## src/rtl/npu_csa_pkg.sv

```systemverilog
// Shared types and default widths for the carry-save packet accumulator.
package npu_csa_pkg;

  localparam int W_DEF     = 8;
  localparam int ACC_W_DEF = 20;
  localparam int CNT_W_DEF = 8;

  typedef enum logic [1:0] {
    ACCUM   = 2'd0,
    RESOLVE = 2'd1,
    OUTPUT  = 2'd2
  } csa_state_e;

endpackage

```

## src/rtl/csa_row.sv

```systemverilog
// One row of full adders: compresses three N-bit vectors into a sum vector and a
// carry vector. carry[i] has weight 2^(i+1); the caller does the shift.
module full_adder (
  input  logic a,
  input  logic b,
  input  logic c,
  output logic s,
  output logic carry
);
  assign s     = a ^ b ^ c;
  assign carry = (a & b) | (a & c) | (b & c);
endmodule

module csa_row #(
  parameter int N = 20
) (
  input  logic [N-1:0] a,
  input  logic [N-1:0] b,
  input  logic [N-1:0] c,
  output logic [N-1:0] s,
  output logic [N-1:0] carry
);
  for (genvar i = 0; i < N; i++) begin : g_fa
    full_adder u_fa (
      .a     (a[i]),
      .b     (b[i]),
      .c     (c[i]),
      .s     (s[i]),
      .carry (carry[i])
    );
  end
endmodule

```

## src/rtl/csa_accum.sv

```systemverilog
// Packet accumulator: sums signed beats in carry-save form, resolves the redundant
// pair with one carry-propagate add, then presents the sum and a saturating beat count.
//
// state   | meaning
// ACCUM   | accepting beats into S/C, in_ready=1
// RESOLVE | one cycle: out_data <= S + (C<<1)
// OUTPUT  | out_valid=1, hold result until out_ready; handshake clears S/C/count
module csa_accum
  import npu_csa_pkg::*;
#(
  parameter int W     = W_DEF,
  parameter int ACC_W = ACC_W_DEF,
  parameter int CNT_W = CNT_W_DEF
) (
  input  logic             clk,
  input  logic             rst_n,
  input  logic             in_valid,
  output logic             in_ready,
  input  logic [W-1:0]     in_data,
  input  logic             in_last,
  output logic             out_valid,
  input  logic             out_ready,
  output logic [ACC_W-1:0] out_data,
  output logic [CNT_W-1:0] out_count
);

  csa_state_e       state_q, state_d;
  logic [ACC_W-1:0] s_q, c_q;
  logic [CNT_W-1:0] cnt_q;
  logic [ACC_W-1:0] c_shift, din_ext, row_s, row_c;
  logic             accept, handshake;

  assign accept    = in_valid & in_ready;
  assign handshake = out_valid & out_ready;
  assign c_shift   = {c_q[ACC_W-2:0], 1'b0};
  assign din_ext   = {{(ACC_W-W){in_data[W-1]}}, in_data};

  csa_row #(.N(ACC_W)) u_row (
    .a     (s_q),
    .b     (c_shift),
    .c     (din_ext),
    .s     (row_s),
    .carry (row_c)
  );

  always_ff @(posedge clk or negedge rst_n) begin
    if (!rst_n) state_q <= ACCUM;
    else        state_q <= state_d;
  end

  always_comb begin
    state_d = state_q;
    case (state_q)
      ACCUM:   if (accept && in_last) state_d = RESOLVE;
      RESOLVE: state_d = OUTPUT;
      OUTPUT:  if (out_ready) state_d = ACCUM;
      default: state_d = ACCUM;
    endcase
  end

  always_comb begin
    in_ready  = (state_q == ACCUM);
    out_valid = (state_q == OUTPUT);
  end

  always_ff @(posedge clk or negedge rst_n) begin
    if (!rst_n) begin
      s_q       <= '0;
      c_q       <= '0;
      cnt_q     <= '0;
      out_data  <= '0;
      out_count <= '0;
    end else begin
      if (accept) begin
        s_q <= row_s;
        c_q <= row_c;
        if (cnt_q != {CNT_W{1'b1}}) cnt_q <= cnt_q + CNT_W'(1);
      end
      // The only carry-propagate add in the block; S/C stay valid until the handshake.
      if (state_q == RESOLVE) begin
        out_data  <= s_q + c_shift;
        out_count <= cnt_q;
      end
      if (handshake) begin
        s_q   <= '0;
        c_q   <= '0;
        cnt_q <= '0;
      end
    end
  end

endmodule

```

## config.mk

```make
export PLATFORM = sky130hd
export DESIGN_NAME = csa_accum
export DESIGN_NICKNAME = d
export VERILOG_FILES = /design/src/rtl/npu_csa_pkg.sv /design/src/rtl/csa_row.sv /design/src/rtl/csa_accum.sv
export SDC_FILE = /design/constraint.sdc
export NUM_CORES = 1
export LEC_CHECK = 0
export BUFFER_PORTS_ARGS = -buffer_cell sky130_fd_sc_hd__buf_2
export CAP_MARGIN = 20
export CORE_MARGIN = 1.5
export CORE_UTILIZATION = 64
export CTS_CLUSTER_DIAMETER = 200
export DETAILED_ROUTE_END_ITERATION = 7
export GPL_ROUTABILITY_DRIVEN = 0
export GPL_TIMING_DRIVEN = 1
export PLACE_DENSITY = 0.85
export SETUP_SLACK_MARGIN = 0.1
export SLEW_MARGIN = 20
export SYNTH_ARGS = -nofsm -noshare
export SYNTH_HDL_FRONTEND = slang
export SYNTH_SLANG_ARGS = --single-unit
```

## constraint.sdc

```tcl
create_clock -name clk -period 3.6 [get_ports clk]
set_clock_uncertainty 0.1 [all_clocks]
set_input_delay 0.36 -clock clk [delete_from_list [all_inputs] [get_ports clk]]
set_output_delay 0.36 -clock clk [all_outputs]
set_load 0.005 [all_outputs]
```

==> results of run 1 <==
power by group:
part	switching, W	leakage (nW)	internal, W
clock	0.000352	0.103	0.000331
sequential	0.000277	0.992	0.00120
combinational	0.00112	1.29	0.000772
placed cells by master (no fill, tap or decap), types with 2 or more instances in the layout:
master      n
a31oi_1     3
a211o_1     2
a21oi_1    18
xnor2_1     7
dfrtp_1    77
o2111ai_1   2
xor2_1     12
o21bai_1    2
mux2i_1     2
nand4_1     9
nor3_1      2
o21ai_0    26
nand2_1    97
buf_2      41
fa_1       19
o21ai_1    34
ha_1       20
and2_1      2
a22o_1      2
a21o_1      6
inv_6       3
clkbuf_8    9
buf_4       3
nand3_1    10
nor2_1     12
o211ai_1    3
and3_1      4
inv_1      51
sequential cells by signal, indices dropped and copies added, names as in the netlist:
signal,flops
c_q,19
out_count,8
state_q,2
cnt_q,8
s_q,20
out_data,20
worst paths after layout:
| check | to | slack [ns] | start |
|---|---|---|---|
| setup / recovery | out_data[17] | 1.10 | s_q[1] |
| hold / removal | c_q[4] | 0.04 | rst_n |
| setup reg to reg | out_data[17] | 1.10 | s_q[1] |
| hold reg to reg | out_count[4] | 0.37 | out_count[4] |
| max in group asynchronous | c_q[12] | 2.74 | rst_n |
| min in group clk | state_q[1] | 0.10 | out_ready |
metal layers:
metal  GRT usage (%)  up-vias  routed length (um)
met5               0        -                   0
met4            11.1        0                 191
met3            5.05       19                 409
met1            33.5     1677                4060
met2            43.9      105                4340
li1                -     1651                   -
synthesized netlist by cell type, types with 3 or more instances:
| master | number | area share (%) |
|---|---|---|
| fa_1 | 19 | 8.5 |
| and3_1 | 4 | 0.56 |
| clkbuf_1 | 13 | 1.1 |
| inv_1 | 51 | 4.3 |
| a31oi_1 | 3 | 0.42 |
| a21o_1 | 6 | 1.0 |
| nand4_1 | 9 | 1.3 |
| a21oi_1 | 18 | 2.0 |
| dfrtp_1 | 77 | 43 |
| buf_6 | 3 | 0.76 |
| nand2_1 | 97 | 8.2 |
| ha_1 | 20 | 5.6 |
| nand3_1 | 10 | 1.1 |
| nor2_1 | 13 | 1.1 |
| o21ai_1 | 34 | 3.8 |
| xnor2_1 | 7 | 1.4 |
| xor2_1 | 12 | 2.4 |
| o211ai_1 | 3 | 0.51 |
| o21ai_0 | 26 | 2.9 |
final cells by class:
type | count | share of cell area, %
Clock buffer | 9 | 2.55
Clock inverter | 7 | 1.65
Inverter | 52 | 4.01
Multi-Input combinational cell | 324 | 45.5
Sequential cell | 77 | 39.6
Tap cell | 80 | 2.06
Timing Repair Buffer | 44 | 4.68
cell families (layout without fill, tap and decap cells):
logic type	Yosys count	after routing
muxes	2	2
AOI/OAI and AO/OA	115	115
DFF	77	77
adders and majority gates	39	39
and+or+nand+nor	149	149
xor gates and xnor gates	19	19
buffers and inverters	72	112
through the flow:
stage / setup slack [ns] / total power, W
4_1_cts: 1.11 / 0.00406
6_report: 1.10 / 0.00406
3_5_place_dp: 1.15 / 0.00336
5_1_grt: 0.992 / 0.00441
3_3_place_gp: 1.24 / 0.00324
2_1_floorplan: 1.34 / 0.00288
==> results.tsv, run 1 <==
stage	metric	value	unit
clock_tree	clock root buffer	clkbuf_8	
logic_synthesis	complex-gate fraction of the synthesized area	16.3	%
floorplanning	core area	6760	sq um
cells_and_area	area grow syn2layout	9.30	%
timing	Final Setup Violations	0	
job	Max Cap Viol	0	
worst_setup_path	Largest delay share family, worst path	compound AO/OA/AOI/OAI gates	
global_routing	Overflow after GRT	0	
timing	fmax	0.399	GHz
routing	Wirelength per Cell	15.2	um
worst_setup_path	Worst path depth	8	
clock_tree	Clock Pin Slew Worst Setup and Hold Paths	0.09	ns
logic_synthesis	largest family of logic cells by synthesized area	compound AO/OA/AOI/OAI gates	
worst_setup_path	CP Capture Type	register	
timing	fin crit share	69.6	%
floorplanning	Die Span Y	86.4	um
logic_synthesis	simple-gate portion of the synthesized area	15.0	%
cells_and_area	# fillers	494	
worst_setup_path	Slowest-stage cell, CP	dfrtp_1	
logic_synthesis	multiplexer share of the synthesized area	0.450	%
logic_synthesis	Syn Inst Count	473	
routing	# DRC	0	
worst_setup_path	Worst EP arrival	2.65	ns
floorplanning	die width	86.4	um
floorplanning	cell row count	30	
worst_setup_path	Buf+Inv Stages, Crit Path	0	
routing	antenna-violating nets left	0	
logic_synthesis	sequential fraction of the synthesis area	43.3	%
worst_setup_path	kind of critical path	reg2reg	
clock_tree	CTS Sinks	77	
cells_and_area	Final Util	72.0	%
routing	final WL	9000	um
timing	slew margin rel.	36.4	%
logic_synthesis	syn_nets	525	
clock_tree	post-CTS setup buffer count	0	
worst_setup_path	Max FO, Critical Path	5	
cells_and_area	cell area after layout	4870	sq um
clock_tree	CTS tree	yes	
floorplanning	initial core utilization	65.9	%
worst_hold_path	Min-Delay Path Class	in2async	
timing	crit path time final	2.50	ns
logic_synthesis	Post-Synth XOR/XNOR Area	3.74	%
cells_and_area	fin nets	560	
power	maximum VDD drop	429	uV
clock_tree	post_cts resized	0	
timing	unrepaired setup endpoints after global routing	no	
worst_setup_path	Max stage delay on crit path	0.42	ns
routing	DR pass1 iterations	4	
global_routing	Total Routing Usage GR	26.3	%
placed_design	Post-DP HPWL	6410	um
routing	1st-iter DRT viols	169	
worst_setup_path	Reg2Reg Depth	8	
clock_tree	Max Buffers Root-to-Sink	2	
timing	Slew @ Worst Pin	0.953	ns
clock_tree	Max H-tree Level	3	
floorplanning	IO Count	43	
clock_tree	hold bufs inserted after CTS	0	
logic_synthesis	FF+latch count, synth	77	
routing	drt via density	5.82	
routing	via count	3452	
logic_synthesis	Most used DFF post-synth	dfrtp_1	
logic_synthesis	Post-Syn Area per Cell	9.41	sq um
clock_tree	Clock Latency Late Sink	0.36	ns
run_status	status	complete, no violations	
placed_design	IO buf count	42	
timing	Hold Vio Cnt, Final	0	
timing	WHS	0.0439	ns
timing	Max Slew Vio Count	0	
global_routing	largest net degree at the start of global routing	78	
worst_setup_path	CP cell instances	ha_1 > fa_1 > a21oi_1 > o211ai_2 > a21boi_2 > o21a_1 > o221ai_2 > a221o_1	
cells_and_area	share of cells above drive strength 1	15.0	%
cells_and_area	multi-input gate area in the final layout	2210	sq um
worst_setup_path	Critical Path RT	3.74	ns
logic_synthesis	Synth Cell Area	4450	sq um
cells_and_area	FF/Latch Area	1930	sq um
global_routing	first-pass GRT wire length	15400	um
logic_synthesis	Synth async-reset ratio	100	%
global_routing	vias in the first global route	3509	
logic_synthesis	synthesized-area fraction occupied by adder cells	14.2	%
clock_tree	CTS buffer count	9	
floorplanning	die area	7460	sq um
worst_setup_path	crit path launch type	register	
power	Leakage Power	2.38	nW
cells_and_area	Ant. Diodes	0	
global_routing	initial antenna violation count	0	
logic_synthesis	Yosys Warn Count	0	
timing	setup TNS	0	ns
power	Power Density	834	nW/um^2
logic_synthesis	number of synthesized flops with an enable pin	0	
cells_and_area	fin cells	593	
placed_design	Cell Area, Placed	4660	sq um
placed_design	placed insts	577	
logic_synthesis	Netlist cell types	58	
No activity file was read; power rests on OpenSTA's default activity.
==> run 2: changes to the inputs <==
Settings changed: CORE_UTILIZATION 64 to 54, PLACE_DENSITY 0.85 to 0.77.
Clock period 3.6 ns to 2.3 ns, I/O delays scaled along.
==> results.tsv, run 2 (synthesis gave the netlist of run 1 again) <==
stage	metric	value	unit
run_status	status	complete, no violations	
global_routing	largest net degree at the start of global routing	49	
timing	Slew @ Worst Pin	0.789	ns
global_routing	met3 Usage GRT	4.53	%
worst_setup_path	Reg2Reg Depth	7	
worst_setup_path	CP Capture Type	register	
floorplanning	core area	7850	sq um
clock_tree	Clock Latency Late Sink	0.35	ns
worst_setup_path	Critical Path RT	2.44	ns
routing	1st-iter DRT viols	109	
job	Max Cap Viol	0	
cells_and_area	share of cells above drive strength 1	21.4	%
routing	final WL	9450	um
power	maximum VDD drop	463	uV
timing	setup TNS	0	ns
routing	# DRC	0	
placed_design	Post-DP HPWL	6530	um
clock_tree	Clock Pin Slew Worst Setup and Hold Paths	0.09	ns
worst_setup_path	Max stage delay on crit path	0.43	ns
timing	Final Setup Violations	0	
timing	fmax	0.448	GHz
floorplanning	die area	8800	sq um
placed_design	IO buf count	42	
worst_setup_path	Slowest-stage cell, CP	dfrtp_1	
clock_tree	CTS tree	yes	
routing	Wirelength per Cell	14.8	um
worst_setup_path	Worst EP arrival	2.37	ns
global_routing	M2 GR Usage	38.2	%
placed_design	pre-CTS setup slack	0.00486	ns
placed_design	placed insts	614	
timing	crit path time final	2.23	ns
worst_hold_path	hold path cells	2	
routing	drt via density	5.47	
worst_setup_path	Max FO, Critical Path	4	
cells_and_area	most common cell after layout, fill and taps aside	nand2_1	
clock_tree	CTS Sinks	77	
cells_and_area	Top Registers	out_data (20), s_q (20), c_q (19)	
routing	antenna-violating nets left	0	
cells_and_area	area grow syn2layout	17.4	%
cells_and_area	commonest non-fill, non-tap cells in the layout	97 x nand2_1, 76 x dfrtp_1, 51 x inv_1	
cells_and_area	Ant. Diodes	0	
timing	final worst setup slack	0.0699	ns
clock_tree	Max Buffers Root-to-Sink	2	
timing	slew margin rel.	47.3	%
global_routing	Overflow after GRT	0	
power	Leakage Power	2.49	nW
clock_tree	Max H-tree Level	3	
worst_hold_path	Min-Delay Path Class	in2reg	
timing	Max Slew Vio Count	0	
power	Power Density	1300	nW/um^2
global_routing	GRT Max-Usage Layer	met2	
global_routing	met1 usage	31.4	%
cells_and_area	Final Util	66.6	%
clock_tree	CTS buffer count	9	
global_routing	initial antenna violation count	0	
routing	via count	3501	
floorplanning	Die Span Y	93.8	um
cells_and_area	fin nets	585	
floorplanning	cell row count	32	
timing	Hold Vio Cnt, Final	0	
floorplanning	initial core utilization	56.7	%
global_routing	Total Routing Usage GR	23.3	%
global_routing	first-pass GRT wire length	16000	um
worst_setup_path	kind of critical path	reg2reg	
timing	unrepaired setup endpoints after global routing	yes	
routing	DR pass1 iterations	4	
worst_setup_path	crit path launch type	register	
timing	WHS	0.0405	ns
global_routing	vias in the first global route	3501	
clock_tree	clock root buffer	clkbuf_8	
worst_setup_path	R2R setup slack	0.07	ns
floorplanning	IO Count	43	
cells_and_area	fin cells	640	
worst_setup_path	CP cell instances	ha_4 > nand2_2 > or3_4 > or2_4 > o2111ai_2 > o221ai_2 > a221o_1	
timing	fin crit share	97.0	%
floorplanning	die width	93.8	um
run 2: changes by cell type in the layout (fill, tap and decap cells not counted), moves of 3 or more:
cell / change
ha_4: +5
a21oi_1: -3
ha_2: +3
buf_4: +21
ha_1: -8
dlygate4sd3_1: +3
run 2: cell type report:
class | count | area [sq um]
fillers | 620 | 2620
flip-flops and latches | 77 | 1930
clock inverters | 7 | 82.6
well taps | 102 | 128
inverters | 52 | 195
multi-input cells | 324 | 2330
clock buffers | 9 | 124
repair buffers | 69 | 435
run 2: metal layers:
metal	wire length, um	up-vias
li1	-	1700
met2	4620	85
met1	4290	1703
met3	422	13
met5	0	-
met4	110	0
run 2: power breakdown:
part / total [W] / leakage (nW) / internal, W / switching, W
combinational: 0.00340 / 1.40 / 0.00153 / 0.00186
clock: 0.00107 / 0.0980 / 0.000516 / 0.000555
sequential: 0.00234 / 0.991 / 0.00188 / 0.000460
run 2: path summary, 6_finish.rpt:
path                                    from      endpoint
worst max register to register        c_q[9]  out_data[17]
worst min register to register  out_count[5]  out_count[5]
worst max-delay path                  c_q[9]  out_data[17]
min in group asynchronous              rst_n        c_q[4]
max in group asynchronous              rst_n        s_q[2]
worst min-delay path                in_valid    state_q[0]
run 2: per-stage QoR:
step                power, W  cell area (sq um)
floorplan            0.00451               4460
global placement     0.00530               4820
detailed placement   0.00546               4820
CTS                  0.00672               5150
global route         0.00741               5230
finish               0.00681               5230
run 2: worst max-delay path: cells and delay by family, from the launching register on:
kind / cells / cell delay [ns]
and+or+nand+nor: 3 / 0.70
adders and majority gates: 1 / 0.30
AOI/OAI and AO/OA: 3 / 0.58
DFF: 1 / 0.43
run 2: repair_timing:
item                       CTS  global route
hold endpoints to repair    31             0
resized for setup            5            12
setup buffers                6             1
setup endpoints to repair    3            30
pin swaps                    9             3
hold buffers                 3             0
==> run 3: changes to the inputs <==
Settings changed: ABC_AREA from default to 1, CAP_MARGIN 20 to default, CORE_ASPECT_RATIO from default to 1.1.
==> results.tsv, run 3 <==
stage	metric	value	unit
run_status	status	complete, no violations	
routing	via count	3628	
clock_tree	Max H-tree Level	3	
global_routing	vias in the first global route	3711	
clock_tree	CTS Sinks	77	
logic_synthesis	Post-Syn Area per Cell	8.45	sq um
placed_design	Cell Area, Placed	4810	sq um
worst_setup_path	CP Capture Type	register	
routing	# DRC	0	
timing	Slew @ Worst Pin	0.505	ns
worst_setup_path	Critical Path RT	2.45	ns
global_routing	M2 GR Usage	39.2	%
logic_synthesis	number of synthesized flops with an enable pin	0	
floorplanning	initial core utilization	56.1	%
timing	unrepaired setup endpoints after global routing	no	
logic_synthesis	Area contributors post-synth	dfrtp_1 43%, nand2_1 12%, fa_1 8.5%	
timing	setup TNS	0	ns
logic_synthesis	Yosys Warn Count	0	
floorplanning	Die Span Y	98.3	um
placed_design	pre-CTS setup slack	0.338	ns
routing	drt via density	5.26	
timing	slew margin rel.	66.4	%
power	Leakage Power	2.59	nW
cells_and_area	fin nets	629	
worst_setup_path	worst r2r src	s_q[1]	
logic_synthesis	Syn Inst Count	528	
global_routing	Total Routing Usage GR	23.7	%
logic_synthesis	share of the synthesized area in the top cell type	43.2	%
clock_tree	post-CTS setup buffer count	0	
routing	antenna-violating nets left	0	
cells_and_area	Ant. Diodes	0	
timing	Max Slew Vio Count	0	
global_routing	first-pass GRT wire length	16400	um
timing	final worst setup slack	0.293	ns
timing	fmax	0.498	GHz
routing	DR pass1 iterations	5	
floorplanning	die width	89.7	um
routing	1st-iter DRT viols	237	
clock_tree	Clock Latency Late Sink	0.36	ns
logic_synthesis	Synth async-reset ratio	100	%
logic_synthesis	sequential fraction of the synthesis area	43.2	%
routing	final WL	9480	um
global_routing	Overflow after GRT	0	
logic_synthesis	most frequent cells after synthesis	143 x nand2_1, 82 x inv_1, 77 x dfrtp_1	
worst_hold_path	startpoint of the worst hold path	in_last	
floorplanning	core area	7960	sq um
power	Power Density	1300	nW/um^2
floorplanning	IO Count	43	
cells_and_area	area grow syn2layout	12.3	%
cells_and_area	cell area after layout	5010	sq um
logic_synthesis	Synth area leader	dfrtp_1	
cells_and_area	Top Registers	out_data (20), s_q (20), c_q (19)	
clock_tree	clock root buffer	clkbuf_8	
cells_and_area	share of cells above drive strength 1	15.3	%
cells_and_area	most common cell after layout, fill and taps aside	nand2_1	
floorplanning	die area	8810	sq um
cells_and_area	Final Util	62.9	%
global_routing	largest net degree at the start of global routing	40	
worst_setup_path	crit path launch type	register	
worst_setup_path	kind of critical path	reg2reg	
floorplanning	cell row count	34	
clock_tree	CTS tree	yes	
placed_design	placed insts	672	
job	Max Cap Viol	0	
logic_synthesis	count leader, synth	nand2_1	
timing	fin crit share	87.3	%
placed_design	IO buf count	42	
worst_setup_path	Worst EP arrival	2.16	ns
timing	Hold Vio Cnt, Final	0	
clock_tree	Max Buffers Root-to-Sink	2	
global_routing	GRT Max-Usage Layer	met2	
cells_and_area	fin cells	690	
worst_setup_path	Max FO, Critical Path	4	
logic_synthesis	Most used DFF post-synth	dfrtp_1	
placed_design	Post-DP HPWL	7170	um
logic_synthesis	Netlist cell types	29	
logic_synthesis	Synth Cell Area	4460	sq um
logic_synthesis	FF+latch count, synth	77	
clock_tree	CTS buffer count	9	
global_routing	initial antenna violation count	0	
worst_setup_path	critical path launch point	s_q[1]	
worst_hold_path	Min-Delay Path Class	in2reg	
cells_and_area	commonest non-fill, non-tap cells in the layout	143 x nand2_1, 82 x inv_1, 77 x dfrtp_1	
logic_synthesis	syn_nets	580	
timing	Final Setup Violations	0	
global_routing	met1 usage	30.3	%
power	maximum VDD drop	443	uV
timing	crit path time final	2.01	ns
global_routing	met3 Usage GRT	4.14	%
routing	Wirelength per Cell	13.7	um
clock_tree	Clock Pin Slew Worst Setup and Hold Paths	0.09	ns
==> run 3: report_power, final <==
part,switching (W),total [W],internal [W]
registers,0.000388,0.00233,0.00195
logic,0.00197,0.00327,0.00130
clock network,0.000529,0.000928,0.000399
total,0.00289,0.00653,0.00364
==> run 3: layer usage <==
metal	wire length [um]	part of all wire, %
met5	0	0
met4	114	1.2
met3	376	4.0
met1	4270	45
met2	4720	50
==> run 3: path summary, 6_finish.rpt <==
kind	endpoint	slack [ns]	depth (start not counted)
setup / recovery	out_data[17]	0.29	10
hold / removal	state_q[0]	0.02	3
setup reg to reg	out_data[17]	0.29	10
hold reg to reg	out_data[2]	0.38	2
max in group asynchronous	out_data[16]	1.24	3
min in group asynchronous	out_count[1]	0.27	2
==> run 3: stage by stage <==
| step | hold slack (ns) | total power [W] |
|---|---|---|
| 2_1_floorplan | -0.166 | 0.00464 |
| 3_3_place_gp | 0.122 | 0.00542 |
| 3_5_place_dp | 0.136 | 0.00559 |
| 4_1_cts | 0.00507 | 0.00654 |
| 5_1_grt | 0.0282 | 0.00717 |
| 6_report | 0.0182 | 0.00653 |
==> run 3: repair_timing <==
item / CTS / global route
endpoints found under the hold margin: 39 / 0
hold buffers: 2 / 0
gates resized for setup: 0 / 0
==> run 3: layout make-up <==
type,count,area [sq um]
Clock buffer,10,128
Sequential cell,77,1930
Clock inverter,6,47.5
Fill cell,697,2950
Timing Repair Buffer,52,305
Tap cell,108,135
Multi-Input combinational cell,350,2130
Inverter,87,332
==> run 3: logic make-up (layout without fill, tap and decap cells) <==
kind of cell,count (synthesis),count (layout),share of synthesized area (%)
AO/OA/AOI/OAI,85,85,11.2
XOR/XNOR,6,6,1.18
adder cells (fa/ha/maj),39,39,14.1
buffers and inverters,101,155,8.98
flip-flops,77,77,43.2
AND/OR/NAND/NOR,220,220,21.3
==> run 3: worst max-delay path, cell delays in order, from the launching register on <==
cell and delay, ns:
dfrtp_1 0.39, ha_1 0.25, fa_1 0.43, nand3_1 0.09
nand3_1 0.13, nand2_1 0.10, nand2_1 0.10, nand2_1 0.09
nand3b_1 0.07, nand3_1 0.09, nand2_1 0.05
